**config.mk**
```make
export PLATFORM = sky130hd
export DESIGN_NAME = ifetch
export DESIGN_NICKNAME = d
export VERILOG_FILES = /design/src/rtl/minirv_pkg.sv /design/src/rtl/ifetch_ifid_reg.sv /design/src/rtl/ifetch.sv
export SDC_FILE = /design/constraint.sdc
export NUM_CORES = 1
export LEC_CHECK = 0
export CAP_MARGIN = 20
export CORE_MARGIN = 8
export CORE_UTILIZATION = 35
export DETAILED_ROUTE_END_ITERATION = 10
export PLACE_DENSITY_LB_ADDON = 0.08
export RECOVER_POWER = 50
export SYNTH_ARGS = -nofsm -noshare
export SYNTH_HDL_FRONTEND = slang
export SYNTH_SLANG_ARGS = --single-unit
```
**constraint.sdc**
```tcl
create_clock -name clk_i -period 2.9 [get_ports clk_i]
set_input_delay 0.29 -clock clk_i [delete_from_list [all_inputs] [get_ports clk_i]]
set_output_delay 0.29 -clock clk_i [all_outputs]
set_load 0.01 [all_outputs]
```
**src/rtl/minirv_pkg.sv**
```systemverilog
// Shared miniRV pipeline constants and fetch state encodings.
// Imported by the fetch stage and its IF/ID register.
package minirv_pkg;

    localparam int XLEN = 32;

    localparam logic [XLEN-1:0] NOP_INST         = 32'h0000_0013;
    localparam logic [XLEN-1:0] RESET_PC_DEFAULT = 32'h0000_0000;

    typedef enum logic {
        FS_BOOT = 1'b0,
        FS_RUN  = 1'b1
    } fetch_state_e;

endpackage

```
**src/rtl/ifetch_ifid_reg.sv**
```systemverilog
// IF/ID pipeline register: flush beats hold beats load.
// A flush turns the slot into an invalid NOP; pc is left as-is.
module ifid_reg
    import minirv_pkg::*;
#(
    parameter logic [XLEN-1:0] RESET_PC = RESET_PC_DEFAULT,
    parameter logic [XLEN-1:0] NOP_INST = minirv_pkg::NOP_INST
) (
    input  logic            clk,
    input  logic            rst_n,
    input  logic            flush,
    input  logic            hold,
    input  logic [XLEN-1:0] inst_d,
    input  logic [XLEN-1:0] pc_d,
    input  logic            valid_d,
    output logic [XLEN-1:0] inst_q,
    output logic [XLEN-1:0] pc_q,
    output logic            valid_q
);

    always_ff @(posedge clk or negedge rst_n) begin
        if (!rst_n) begin
            inst_q  <= NOP_INST;
            pc_q    <= RESET_PC;
            valid_q <= 1'b0;
        end else if (flush) begin
            inst_q  <= NOP_INST;
            valid_q <= 1'b0;
        end else if (!hold) begin
            inst_q  <= inst_d;
            pc_q    <= pc_d;
            valid_q <= valid_d;
        end
    end

endmodule

```
**src/rtl/ifetch.sv**
```systemverilog
// miniRV fetch stage: fetch PC, ROM addressing and IF/ID register.
// Optional IFETCH_PERF_EN adds fetch and bubble counters.
module ifetch
    import minirv_pkg::*;
#(
    parameter logic [XLEN-1:0] RESET_PC = RESET_PC_DEFAULT,
    parameter logic [XLEN-1:0] NOP_INST = minirv_pkg::NOP_INST
) (
    input  logic            clk_i,
    input  logic            rst_n_i,
    input  logic            stall_i,
    input  logic            redirect_i,
    input  logic [XLEN-1:0] redirect_pc_i,
    output logic [XLEN-1:0] irom_addr_o,
    input  logic [XLEN-1:0] irom_data_i,
    output logic [XLEN-1:0] inst_o,
    output logic [XLEN-1:0] pc_o,
    output logic [XLEN-1:0] pc4_o,
    output logic            valid_o
`ifdef IFETCH_PERF_EN
    ,
    output logic [XLEN-1:0] perf_fetch_o,
    output logic [XLEN-1:0] perf_bubble_o
`endif
);

    fetch_state_e    state_q;
    fetch_state_e    state_d;
    logic [XLEN-1:0] pc_q;
    logic            f_valid_q;
    logic            redirect_eff;
    logic [XLEN-1:0] id_inst;
    logic [XLEN-1:0] id_pc;
    logic            id_valid;
    logic            unused_redirect_lsb;

    assign unused_redirect_lsb = ^redirect_pc_i[1:0];
    assign redirect_eff = redirect_i && (state_q == FS_RUN);

    always_ff @(posedge clk_i or negedge rst_n_i) begin
        if (!rst_n_i) begin
            state_q <= FS_BOOT;
        end else begin
            state_q <= state_d;
        end
    end

    // Re-addressing pc_q while stalled keeps irom_data_i stable.
    always_comb begin
        state_d     = state_q;
        irom_addr_o = pc_q + 32'd4;
        unique case (state_q)
            FS_BOOT: begin
                state_d     = FS_RUN;
                irom_addr_o = pc_q;
            end
            FS_RUN: begin
                if (redirect_i) begin
                    irom_addr_o = {redirect_pc_i[XLEN-1:2], 2'b00};
                end else if (stall_i) begin
                    irom_addr_o = pc_q;
                end
            end
            default: state_d = FS_BOOT;
        endcase
    end

    always_ff @(posedge clk_i or negedge rst_n_i) begin
        if (!rst_n_i) begin
            pc_q      <= RESET_PC;
            f_valid_q <= 1'b0;
        end else begin
            pc_q      <= irom_addr_o;
            f_valid_q <= 1'b1;
        end
    end

    ifid_reg #(
        .RESET_PC (RESET_PC),
        .NOP_INST (NOP_INST)
    ) u_ifid (
        .clk     (clk_i),
        .rst_n   (rst_n_i),
        .flush   (redirect_eff),
        .hold    (stall_i),
        .inst_d  (irom_data_i),
        .pc_d    (pc_q),
        .valid_d (f_valid_q),
        .inst_q  (id_inst),
        .pc_q    (id_pc),
        .valid_q (id_valid)
    );

    assign inst_o  = id_valid ? id_inst : NOP_INST;
    assign pc_o    = id_pc;
    assign pc4_o   = id_pc + 32'd4;
    assign valid_o = id_valid;

`ifdef IFETCH_PERF_EN
    logic [XLEN-1:0] perf_fetch_q;
    logic [XLEN-1:0] perf_bubble_q;

    always_ff @(posedge clk_i or negedge rst_n_i) begin
        if (!rst_n_i) begin
            perf_fetch_q  <= '0;
            perf_bubble_q <= '0;
        end else begin
            if (!redirect_eff && !stall_i && f_valid_q) begin
                perf_fetch_q <= perf_fetch_q + 32'd1;
            end
            if (state_q == FS_RUN && !id_valid) begin
                perf_bubble_q <= perf_bubble_q + 32'd1;
            end
        end
    end

    assign perf_fetch_o  = perf_fetch_q;
    assign perf_bubble_o = perf_bubble_q;
`endif

endmodule

```
==> impl_metrics.csv, run 1 <==
group,metric,value,unit
timing,timing.hold.ws,0.389,ns
route,detail_route.wl_per_cell,18.9,µm
worst_hold_path,worstHoldPathCells,4,
global_routing,track_usage,18.5,%
critical_path,worst_r2r_startpoint,"f_valid_q",
critical_path,crit_path_required_time,2.61,ns
global_routing,grt_first_pass_wirelength,29000,µm
timing,timing_worst_slew_pin_value,1.29,ns
die,fp-row-count,45,
clock_tree,worst_setup_hold_path_clk_slew,0.07,ns
yosys,synth-edff-count,0,
die,ioPinCount,197,
worst_hold_path,min-delay-start,"stall_i",
route,drt_pass1_iterations,8,
die,starting_density_of_the_core,35.4,%
clock_tree,tritoncts.num_buffers,9,
clock_tree,sinks_on_clock_net,98,
yosys,netlist_area,5330,µm²
power_and_ir_drop,static-leakage-power,3.46,nW
route,routed_wl,18000,µm
power_and_ir_drop,areal_power_density_over_the_cells,552,nW/µm²
yosys,yosys.cell_types.count,48,
global_routing,grt_antenna_before_repair,1,
clock_tree,tritoncts,"built",
place,dp_hpwl,13500,µm
die,die-area,19400,µm²
yosys,synth.net_count,607,
yosys,synth.mux.area_fraction,13.1,%
yosys,yosys.area_share.simple,21.8,%
route,route.antenna.remaining_nets,0,
clock_tree,worst_skew_pair_later_pin_latency,0.35,ns
yosys,synthesis.area_per_instance,9.92,µm²
global_routing,grt_start_max_net_pins,52,
yosys,synth_seq_area_share,46.1,%
yosys,synth_compound_gate_area_share,10.2,%
timing,finalClockSkew,0.00396,ns
cells_and_area,top_library_cells_by_usage_in_the_layout_fill_and_taps_aside,"157 x clkdlybuf4s50_1, 94 x dfrtp_1, 49 x nor2_1",
timing,finalHoldViolations,0,
timing,setup_repair_after_global_routing_missed_its_margin,"yes",
yosys,yosys_warnings,0,
place,portBuffers,194,
worst_hold_path,endpoint_of_the_worst_hold_path,"pc_q[3]",
outcome,run_status,"complete, no violations",
place,routabilityCongestion,0.853,
critical_path,timing.critical_path.from_type,"flip-flop",
yosys,yosys.area_share.adder,0.470,%
clock_tree,cts_htree_levels,3,
timing,timing.final.max_slew_violations,0,
global_routing,grt.overflow.total,0,
route,drc,0,
yosys,synth.ff_latch_count,98,
route,via_count,5018,
timing,final.period_utilization,99.1,%
cells_and_area,design.final.nets,826,
cells_and_area,diodes,0,
critical_path,critical_path_peak_fanout,10,
yosys,synth_top_family_by_area,"simple AND/OR/NAND/NOR gates",
timing,max_clock_freq,348,MHz
yosys,ys_async_sr_fraction,100,%
critical_path,cp-end-kind,"output port",
cells_and_area,final_layout_size_suffix_gt1_share,15.9,%
power_and_ir_drop,p_total,4.50,mW
yosys,dominant_synthesized_flop_cell,"dfrtp_1",
route,routed_via_density,5.29,
critical_path,worst-r2r-setup-slack,0.47,ns
critical_path,depth_of_the_worst_register_to_register_path,5,
yosys,syn_inst,537,
cells_and_area,syn_to_final_growth,53.2,%
die,floorplan.die.height,139,µm
die,die_x,139,µm
timing,max-slew-margin-rel,14.0,%
timing,setup_viol,0,
route,dr.first_iter.drc_count,404,
critical_path,critPathKind,"reg -> out",
clock_tree,cts_max_path_buffers,2,
cells_and_area,most_frequent_standard_cell_in_the_layout_excluding_fill_and_tap_cells,"clkdlybuf4s50_1",
global_routing,number_of_global_route_vias_before_repair,5257,
die,floorplan.core_area,15000,µm²
job,cap_violations,0,
timing,timing.final.crit_period,2.87,ns
cells_and_area,layout.filler_cells,1389,
yosys,post_synth_xor_area_fraction,4.60,%
critical_path,cp.arrival,2.58,ns
clock_tree,cts_root_buf,"clkbuf_16",
power_and_ir_drop,irDropWorstVdd,0.491,mV
critical_path,regToRegEndpoint,"u_ifid.pc_q[27]",
worst_hold_path,holdCritPathClass,"in -> reg",
==> sequential cells by signal, indices dropped and copies added (netlist names) <==
name	count
u_ifid.inst_q	32
u_ifid.valid_q	1
u_ifid.pc_q	32
pc_q	32
f_valid_q	1
==> worst max-delay path, stage by stage (launching register included) <==
cell	delay [ns]
dfrtp_1	0.34
and4_1	0.24
or4b_4	0.59
nor4_2	0.33
xor2_1	0.18
clkdlybuf4s50_1	0.55
==> area by class of cell <==
cell class / count / area [µm²] / share of cell area (%)
clock inverters: 3 / 46.3 / 0.567
repair buffers: 244 / 2310 / 28.3
inverters: 11 / 41.3 / 0.506
multi-input cells: 392 / 2810 / 34.4
well taps: 188 / 235 / 2.88
flip-flops and latches: 98 / 2460 / 30.1
clock buffers: 13 / 260 / 3.19
==> cells in the mapped netlist, drive strengths merged (12+ instances only) <==
library cell,count,area [µm²]
buf,13,60.1
nand3,24,120
nor2,51,191
clkbuf,23,88.8
nand2,31,116
dfrtp,95,2380
a22oi,12,90.1
xnor2,17,149
mux2i,35,350
o21ai,14,70.1
and2,36,225
nor3,13,65.1
nand4,19,134
mux2,31,349
==> kinds of logic (layout without fill, tap and decap cells) <==
kind of cell,after synthesis,after routing
simple gates,217,217
flops,98,98
compound gates,78,78
mux,66,66
buf+inv,47,271
xor+xnor,28,28
fa+ha+maj,2,2
other cells,1,1
==> repair_timing <==
item / CTS / global route
setup endpoints to repair: 30 / 19
resized for setup: 26 / 22
buffers inserted: 2 / 2
pin swaps: 4 / 5
hold buffers: 1 / 0
hold endpoints to repair: 23 / 0
==> stage by stage <==
stage	utilization (%)	instance area (µm²)	worst slack [ns]	std cells	TNS, ns
5_1_grt	54.3	8160	-0.0730	949	-0.407
4_1_cts	54.0	8110	-0.0124	947	-0.0124
3_3_place_gp	51.3	7720	0.0229	928	0
2_1_floorplan	-	5330	0.590	537	0
3_5_place_dp	51.3	7720	0.0439	928	0
6_report	54.3	8160	0.0272	949	0
==> routing by layer <==
metal | global-route usage [%] | vias up | share of wire [%]
met2 | 31.7 | 167 | 50
met3 | 6.02 | 13 | 7.2
li1 | - | 2377 | -
met4 | 3.29 | 2 | 0.67
met5 | 0 | - | 0.050
met1 | 22.6 | 2459 | 42
==> worst max path at each step <==
stage                         startpoint         endpoint  slack, ns  cells past startpoint
after global routing      u_ifid.pc_q[8]        pc4_o[27]      -0.07                      5
after detailed placement  u_ifid.pc_q[8]        pc4_o[31]       0.04                      6
after global placement    u_ifid.pc_q[8]        pc4_o[31]       0.02                      6
after CTS                 u_ifid.pc_q[8]        pc4_o[29]      -0.01                      5
after floorplan                  pc_q[2]  irom_addr_o[20]       0.59                      6
final                     u_ifid.pc_q[8]        pc4_o[27]       0.03                      5
==> report_power, final <==
part	leakage [nW]	internal [mW]	switching, mW
combinational	2.13	0.832	0.657
clock	0.146	0.720	0.525
sequential	1.18	1.56	0.204
Note: power is estimated with default switching activity, not from simulation.
==> run 2: changes to the inputs <==
--- a/config.mk
+++ b/config.mk
@@ -5,7 +5,7 @@
 export SDC_FILE = /design/constraint.sdc
 export NUM_CORES = 1
 export LEC_CHECK = 0
-export CAP_MARGIN = 20
+export CORE_ASPECT_RATIO = 0.7
 export CORE_MARGIN = 8
 export CORE_UTILIZATION = 35
 export DETAILED_ROUTE_END_ITERATION = 10
==> run 2 against run 1 <==
Effect of this change: routed wire length is 4.4% higher; via count is 1.2% higher; die area is 0.32% higher; final area is 1.7% higher; flip-flop and latch count stayed put; sequential power hardly changed; final cell count is 1.9% higher; clock skew is 0.0036 ns higher; first-iteration DRC count is 13% lower; core utilization is 1.9 points higher; setup slack better by 0.049 ns; global-route usage is 0.057 points higher.
==> impl_metrics.csv, run 2 (same netlist as run 1, synthesis figures left out) <==
group,metric,value,unit
outcome,run_status,"complete, no violations",
global_routing,grt_start_max_net_pins,53,
die,floorplan.die.height,119,µm
global_routing,gr-usage-met2,27.5,%
critical_path,cpMaxStageDelayCell,"or4_4",
power_and_ir_drop,static-leakage-power,3.58,nW
job,cap_violations,0,
cells_and_area,syn_to_final_growth,55.8,%
route,dr.first_iter.drc_count,351,
timing,finalHoldViolations,0,
timing,finalSetupTns,0,ns
cells_and_area,top_regs,"pc_q (32), u_ifid.inst_q (32), u_ifid.pc_q (32)",
global_routing,grt.overflow.total,0,
power_and_ir_drop,irDropWorstVdd,0.370,mV
die,floorplan.core_area,14800,µm²
die,die_x,163,µm
die,starting_density_of_the_core,36.1,%
critical_path,cp.arrival,2.53,ns
route,drc,0,
timing,final_critical_path_setup_slack,0.0762,ns
timing,finalClockSkew,0.00756,ns
route,drt_pass1_iterations,5,
cells_and_area,multi_input_area,2790,µm²
critical_path,worst_path_dominant_cell_family,"simple AND/OR/NAND/NOR gates",
die,die-area,19500,µm²
timing,final.period_utilization,97.4,%
die,fp-row-count,37,
critical_path,crit_path_required_time,2.61,ns
cells_and_area,final-seq-area,2460,µm²
place,post-place-cells,935,
clock_tree,worst_skew_pair_later_pin_latency,0.34,ns
die,ioPinCount,197,
global_routing,number_of_global_route_vias_before_repair,4987,
route,route.antenna.remaining_nets,0,
critical_path,timing.critical_path.slowest_cell_delay,0.61,ns
worst_hold_path,holdCritPathClass,"in -> async",
critical_path,critical_path.n_buffers_inverters,1,
timing,max-slew-margin-rel,9.31,%
place,routabilityCongestion,0.865,
global_routing,grt-busiest-layer,"met2",
route,routed_via_density,5.25,
critical_path,critPathKind,"reg -> out",
cells_and_area,design.final.nets,837,
clock_tree,tritoncts.num_buffers,9,
critical_path,critical_path_peak_fanout,5,
route,routed_wl,18800,µm
timing,timing.final.max_slew_violations,0,
clock_tree,cts_max_path_buffers,2,
global_routing,track_usage,18.6,%
cells_and_area,top_library_cells_by_usage_in_the_layout_fill_and_taps_aside,"148 x clkdlybuf4s50_1, 92 x dfrtp_1, 50 x nor2_1",
clock_tree,cts_htree_levels,3,
place,place_ws,0.0884,ns
route,via_count,5076,
cells_and_area,final_layout_size_suffix_gt1_share,17.5,%
critical_path,timing.critical_path.from_type,"flip-flop",
global_routing,global_route.usage.met1,26.1,%
cells_and_area,layout.filler_cells,1335,
timing,timing.hold.ws,0.256,ns
timing,max_clock_freq,354,MHz
critical_path,cp_cell_sequence,"nand2_2 -> or4_4 -> o311ai_0 -> nand3_1 -> clkdlybuf4s50_1",
place,portBuffers,194,
clock_tree,cts_root_buf,"clkbuf_16",
route,detail_route.wl_per_cell,19.4,µm
clock_tree,worst_setup_hold_path_clk_slew,0.07,ns
place,dp_hpwl,14000,µm
clock_tree,holdBufCountCts,0,
power_and_ir_drop,areal_power_density_over_the_cells,552,nW/µm²
timing,timing.final.crit_period,2.82,ns
critical_path,cp-end-kind,"output port",
clock_tree,tritoncts,"built",
global_routing,grt_first_pass_wirelength,29100,µm
global_routing,use_met3,6.19,%
timing,setup_viol,0,
clock_tree,sinks_on_clock_net,98,
cells_and_area,post_layout_nonfiller_instances,967,
timing,timing_worst_slew_pin_value,1.36,ns
global_routing,grt_antenna_before_repair,2,
cells_and_area,most_frequent_standard_cell_in_the_layout_excluding_fill_and_tap_cells,"clkdlybuf4s50_1",
run 2: per-layer routing:
| layer | part of all wire [%] | routed length (µm) | up-vias |
|---|---|---|---|
| met5 | 0.085 | 16 | - |
| met4 | 0.93 | 174 | 2 |
| met3 | 8.0 | 1500 | 16 |
| met2 | 44 | 8330 | 170 |
| met1 | 47 | 8740 | 2485 |
| li1 | - | - | 2403 |
run 2: timing repair:
item,in CTS,in global routing
setup endpoints to repair,25,33
buffers inserted,9,6
gates cloned,0,1
resized for setup,26,33
pin swaps,4,3
run 2: path summary, 6_finish.rpt:
check                               start  slack [ns]  cells after the start           endpoint
worst max-delay path             pc_q[11]        0.08                      5    irom_addr_o[25]
worst min-delay path              rst_n_i        0.26                      1  u_ifid.inst_q[11]
worst max register to register  f_valid_q        0.70                      5     u_ifid.pc_q[9]
worst min register to register    pc_q[1]        0.51                      1     u_ifid.pc_q[1]
max in group asynchronous         rst_n_i        0.71                      2           pc_q[15]
min in group clk_i                pc_q[1]        0.51                      1     u_ifid.pc_q[1]
run 2: where the power goes:
group / switching [mW] / total [mW] / internal [mW]
Combinational: 0.664 / 1.49 / 0.830
Sequential: 0.214 / 1.78 / 1.56
Clock: 0.511 / 1.31 / 0.799
run 2: metrics by stage:
stage	util, %	total power, mW	cell area, µm²
floorplan	-	2.38	5330
global placement	52.4	3.29	7740
detailed placement	52.4	3.32	7740
CTS	55.3	4.65	8160
global route	56.2	4.82	8300
finish	56.2	4.58	8300
run 2: cell type report:
cell class                 instances  area share (%)
multi-input combinational        392            33.7
sequential                        98            29.6
timing repair buffer             255            29.3
clock buffer                      11            3.05
tap                              195            2.94
clock inverter                     4           0.905
inverter                          11           0.498
antenna                            1          0.0302
==> run 3: changes to the inputs <==
--- a/config.mk
+++ b/config.mk
@@ -11,6 +11,7 @@
 export DETAILED_ROUTE_END_ITERATION = 10
 export PLACE_DENSITY_LB_ADDON = 0.08
 export RECOVER_POWER = 50
+export SLEW_MARGIN = 10
 export SYNTH_ARGS = -nofsm -noshare
 export SYNTH_HDL_FRONTEND = slang
 export SYNTH_SLANG_ARGS = --single-unit
==> constraint.sdc (replaced) <==
create_clock -name clk_i -period 2.97 [get_ports clk_i]
set_input_delay 0.297 -clock clk_i [delete_from_list [all_inputs] [get_ports clk_i]]
set_output_delay 0.297 -clock clk_i [all_outputs]
set_load 0.01 [all_outputs]
==> run 3 against run 2 <==
Effect of this change: the flow now finishes with violations (capacitance limit, slew limit); critical path depth did not move; sequential share of layout area rose by 0.49 points; register-to-register slack improved by 0.10 ns; clock power fell by 4%; combinational power fell by 3%; critical path type unchanged.
==> impl_metrics.csv, run 3 (same netlist as run 1, synthesis figures left out) <==
group,metric,value,unit
outcome,run_status,"complete, but fails checks",
outcome,violated_checks,"capacitance limit, slew limit",
place,dp_hpwl,14100,µm
critical_path,worst-r2r-setup-slack,0.80,ns
die,die-area,19500,µm²
timing,finalSetupTns,0,ns
die,fp-row-count,37,
job,cap_violations,1,
worst_hold_path,min-delay-start,"pc_q[0]",
route,route.antenna.remaining_nets,0,
clock_tree,cts_max_path_buffers,2,
worst_hold_path,worstHoldPathCells,1,
power_and_ir_drop,p_total,4.44,mW
die,starting_density_of_the_core,36.1,%
power_and_ir_drop,irDropWorstVdd,0.290,mV
clock_tree,tritoncts.num_buffers,9,
die,floorplan.core_area,14800,µm²
critical_path,crit_path_required_time,2.67,ns
global_routing,number_of_global_route_vias_before_repair,4954,
route,drc,0,
critical_path,critPathKind,"reg -> out",
route,drt_pass1_iterations,5,
clock_tree,cts_htree_levels,3,
clock_tree,worst_skew_pair_later_pin_latency,0.34,ns
cells_and_area,design.final.nets,821,
global_routing,grt_start_max_net_pins,39,
place,portBuffers,194,
critical_path,cp-end-kind,"output port",
route,dr.first_iter.drc_count,346,
worst_hold_path,holdCritPathClass,"reg -> reg",
route,routed_via_density,5.27,
cells_and_area,final_layout_size_suffix_gt1_share,15.7,%
clock_tree,cts_root_buf,"clkbuf_16",
global_routing,grt_first_pass_wirelength,28900,µm
cells_and_area,top_library_cells_by_usage_in_the_layout_fill_and_taps_aside,"149 x clkdlybuf4s50_1, 91 x dfrtp_1, 49 x nor2_1",
place,routabilityCongestion,0.854,
worst_hold_path,endpoint_of_the_worst_hold_path,"u_ifid.pc_q[0]",
timing,finalClockSkew,0.00822,ns
route,routed_wl,18500,µm
route,m1WireLength,8500,µm
timing,max-slew-margin-rel,-29.5,%
critical_path,regToRegEndpoint,"u_ifid.inst_q[16]",
route,highest_layer,"met5",
timing,setup_repair_after_global_routing_missed_its_margin,"yes",
clock_tree,sinks_on_clock_net,98,
route,detailed_route_wirelength_on_metal2,8220,µm
critical_path,depth_of_the_worst_register_to_register_path,3,
global_routing,grt.overflow.total,0,
cells_and_area,syn_to_final_growth,53.3,%
cells_and_area,most_frequent_standard_cell_in_the_layout_excluding_fill_and_tap_cells,"clkdlybuf4s50_1",
clock_tree,tritoncts,"built",
critical_path,cp.arrival,2.62,ns
die,ioPinCount,197,
place,place_ws,0.158,ns
power_and_ir_drop,areal_power_density_over_the_cells,544,nW/µm²
route,via_count,5009,
route,detail_route.wl_per_cell,19.4,µm
timing,setup_viol,0,
timing,finalHoldViolations,0,
timing,timing_worst_slew_pin_value,1.94,ns
route,met3RoutedLength,1610,µm
clock_tree,worst_setup_hold_path_clk_slew,0.07,ns
global_routing,grt_antenna_before_repair,1,
global_routing,track_usage,18.5,%
critical_path,worst_r2r_startpoint,"f_valid_q",
cells_and_area,top_regs,"pc_q (32), u_ifid.inst_q (32), u_ifid.pc_q (32)",
die,die_x,163,µm
place,post-place-cells,932,
timing,timing.final.max_slew_violations,37,
die,floorplan.die.height,119,µm
cells_and_area,diodes,0,
power_and_ir_drop,static-leakage-power,3.47,nW
timing,timing.final.crit_period,2.91,ns
timing,max_clock_freq,343,MHz
timing,final.period_utilization,98.1,%
critical_path,critical_path_peak_fanout,4,
timing,final_critical_path_setup_slack,0.0561,ns
critical_path,timing.critical_path.from_type,"flip-flop",
cells_and_area,post_layout_nonfiller_instances,951,
==> run 3: changes by cell type in the layout (fill, tap and decap cells not counted), moves of 3 or more <==
cell	delta
dlygate4sd3_1	+13
buf_4	-9
dlygate4sd2_1	-8
buf_6	-4
dlymetal6s2s_1	-3
==> run 3: worst max-delay path: stages (launching register included) <==
cell and delay [ns]:
dfrtp_1 0.35, and4_1 0.25, or4b_4 0.57, nor4_2 0.36, xor2_1 0.18, clkdlybuf4s50_1 0.57
==> run 3: area by class of cell <==
type	count	area [µm²]
clock buffer	10	229
tap	195	244
fill	1313	6600
inverter	11	41.3
multi-input combinational	392	2810
clock inverter	6	90.1
timing repair buffer	239	2290
sequential	98	2460
==> run 3: what timing repair did <==
item                                   CTS  global route
resized for setup                       20            23
setup endpoints to repair               33            22
buffers inserted                         2             0
hold buffers                             1             0
pin swaps                                2             4
endpoints found under the hold margin   31             0
==> run 3: layer usage <==
layer / global-route usage [%] / up-vias
met3: 5.61 / 12
met1: 26.4 / 2424
li1: - / 2373
met4: 3.71 / 2
met2: 27.0 / 198
met5: 0 / -
==> run 3: worst max path at each step <==
stage,slack (ns),to,from,cells after the start
after detailed placement,0.16,irom_addr_o[20],pc_q[2],6
after global routing,-0.03,pc4_o[31],u_ifid.pc_q[10],5
final,0.06,pc4_o[29],u_ifid.pc_q[7],5
after floorplan,0.65,irom_addr_o[20],pc_q[2],6
after CTS,0.001,pc4_o[19],u_ifid.pc_q[7],6
after global placement,0.17,irom_addr_o[20],pc_q[2],6
==> run 3: power by group <==
group,total [mW],internal (mW),switching (mW)
Combinational,1.44,0.798,0.639
Sequential,1.74,1.53,0.216
Clock,1.26,0.742,0.523
Total,4.44,3.07,1.38
==> run 3: stage by stage <==
stage,util [%],cell area [µm²],hold WS (ns)
after floorplan,-,5330,0.00141
after detailed placement,52.1,7690,0.282
after global placement,52.1,7690,0.276
after global routing,55.3,8170,0.532
final,55.3,8170,0.508
after CTS,54.8,8090,0.449
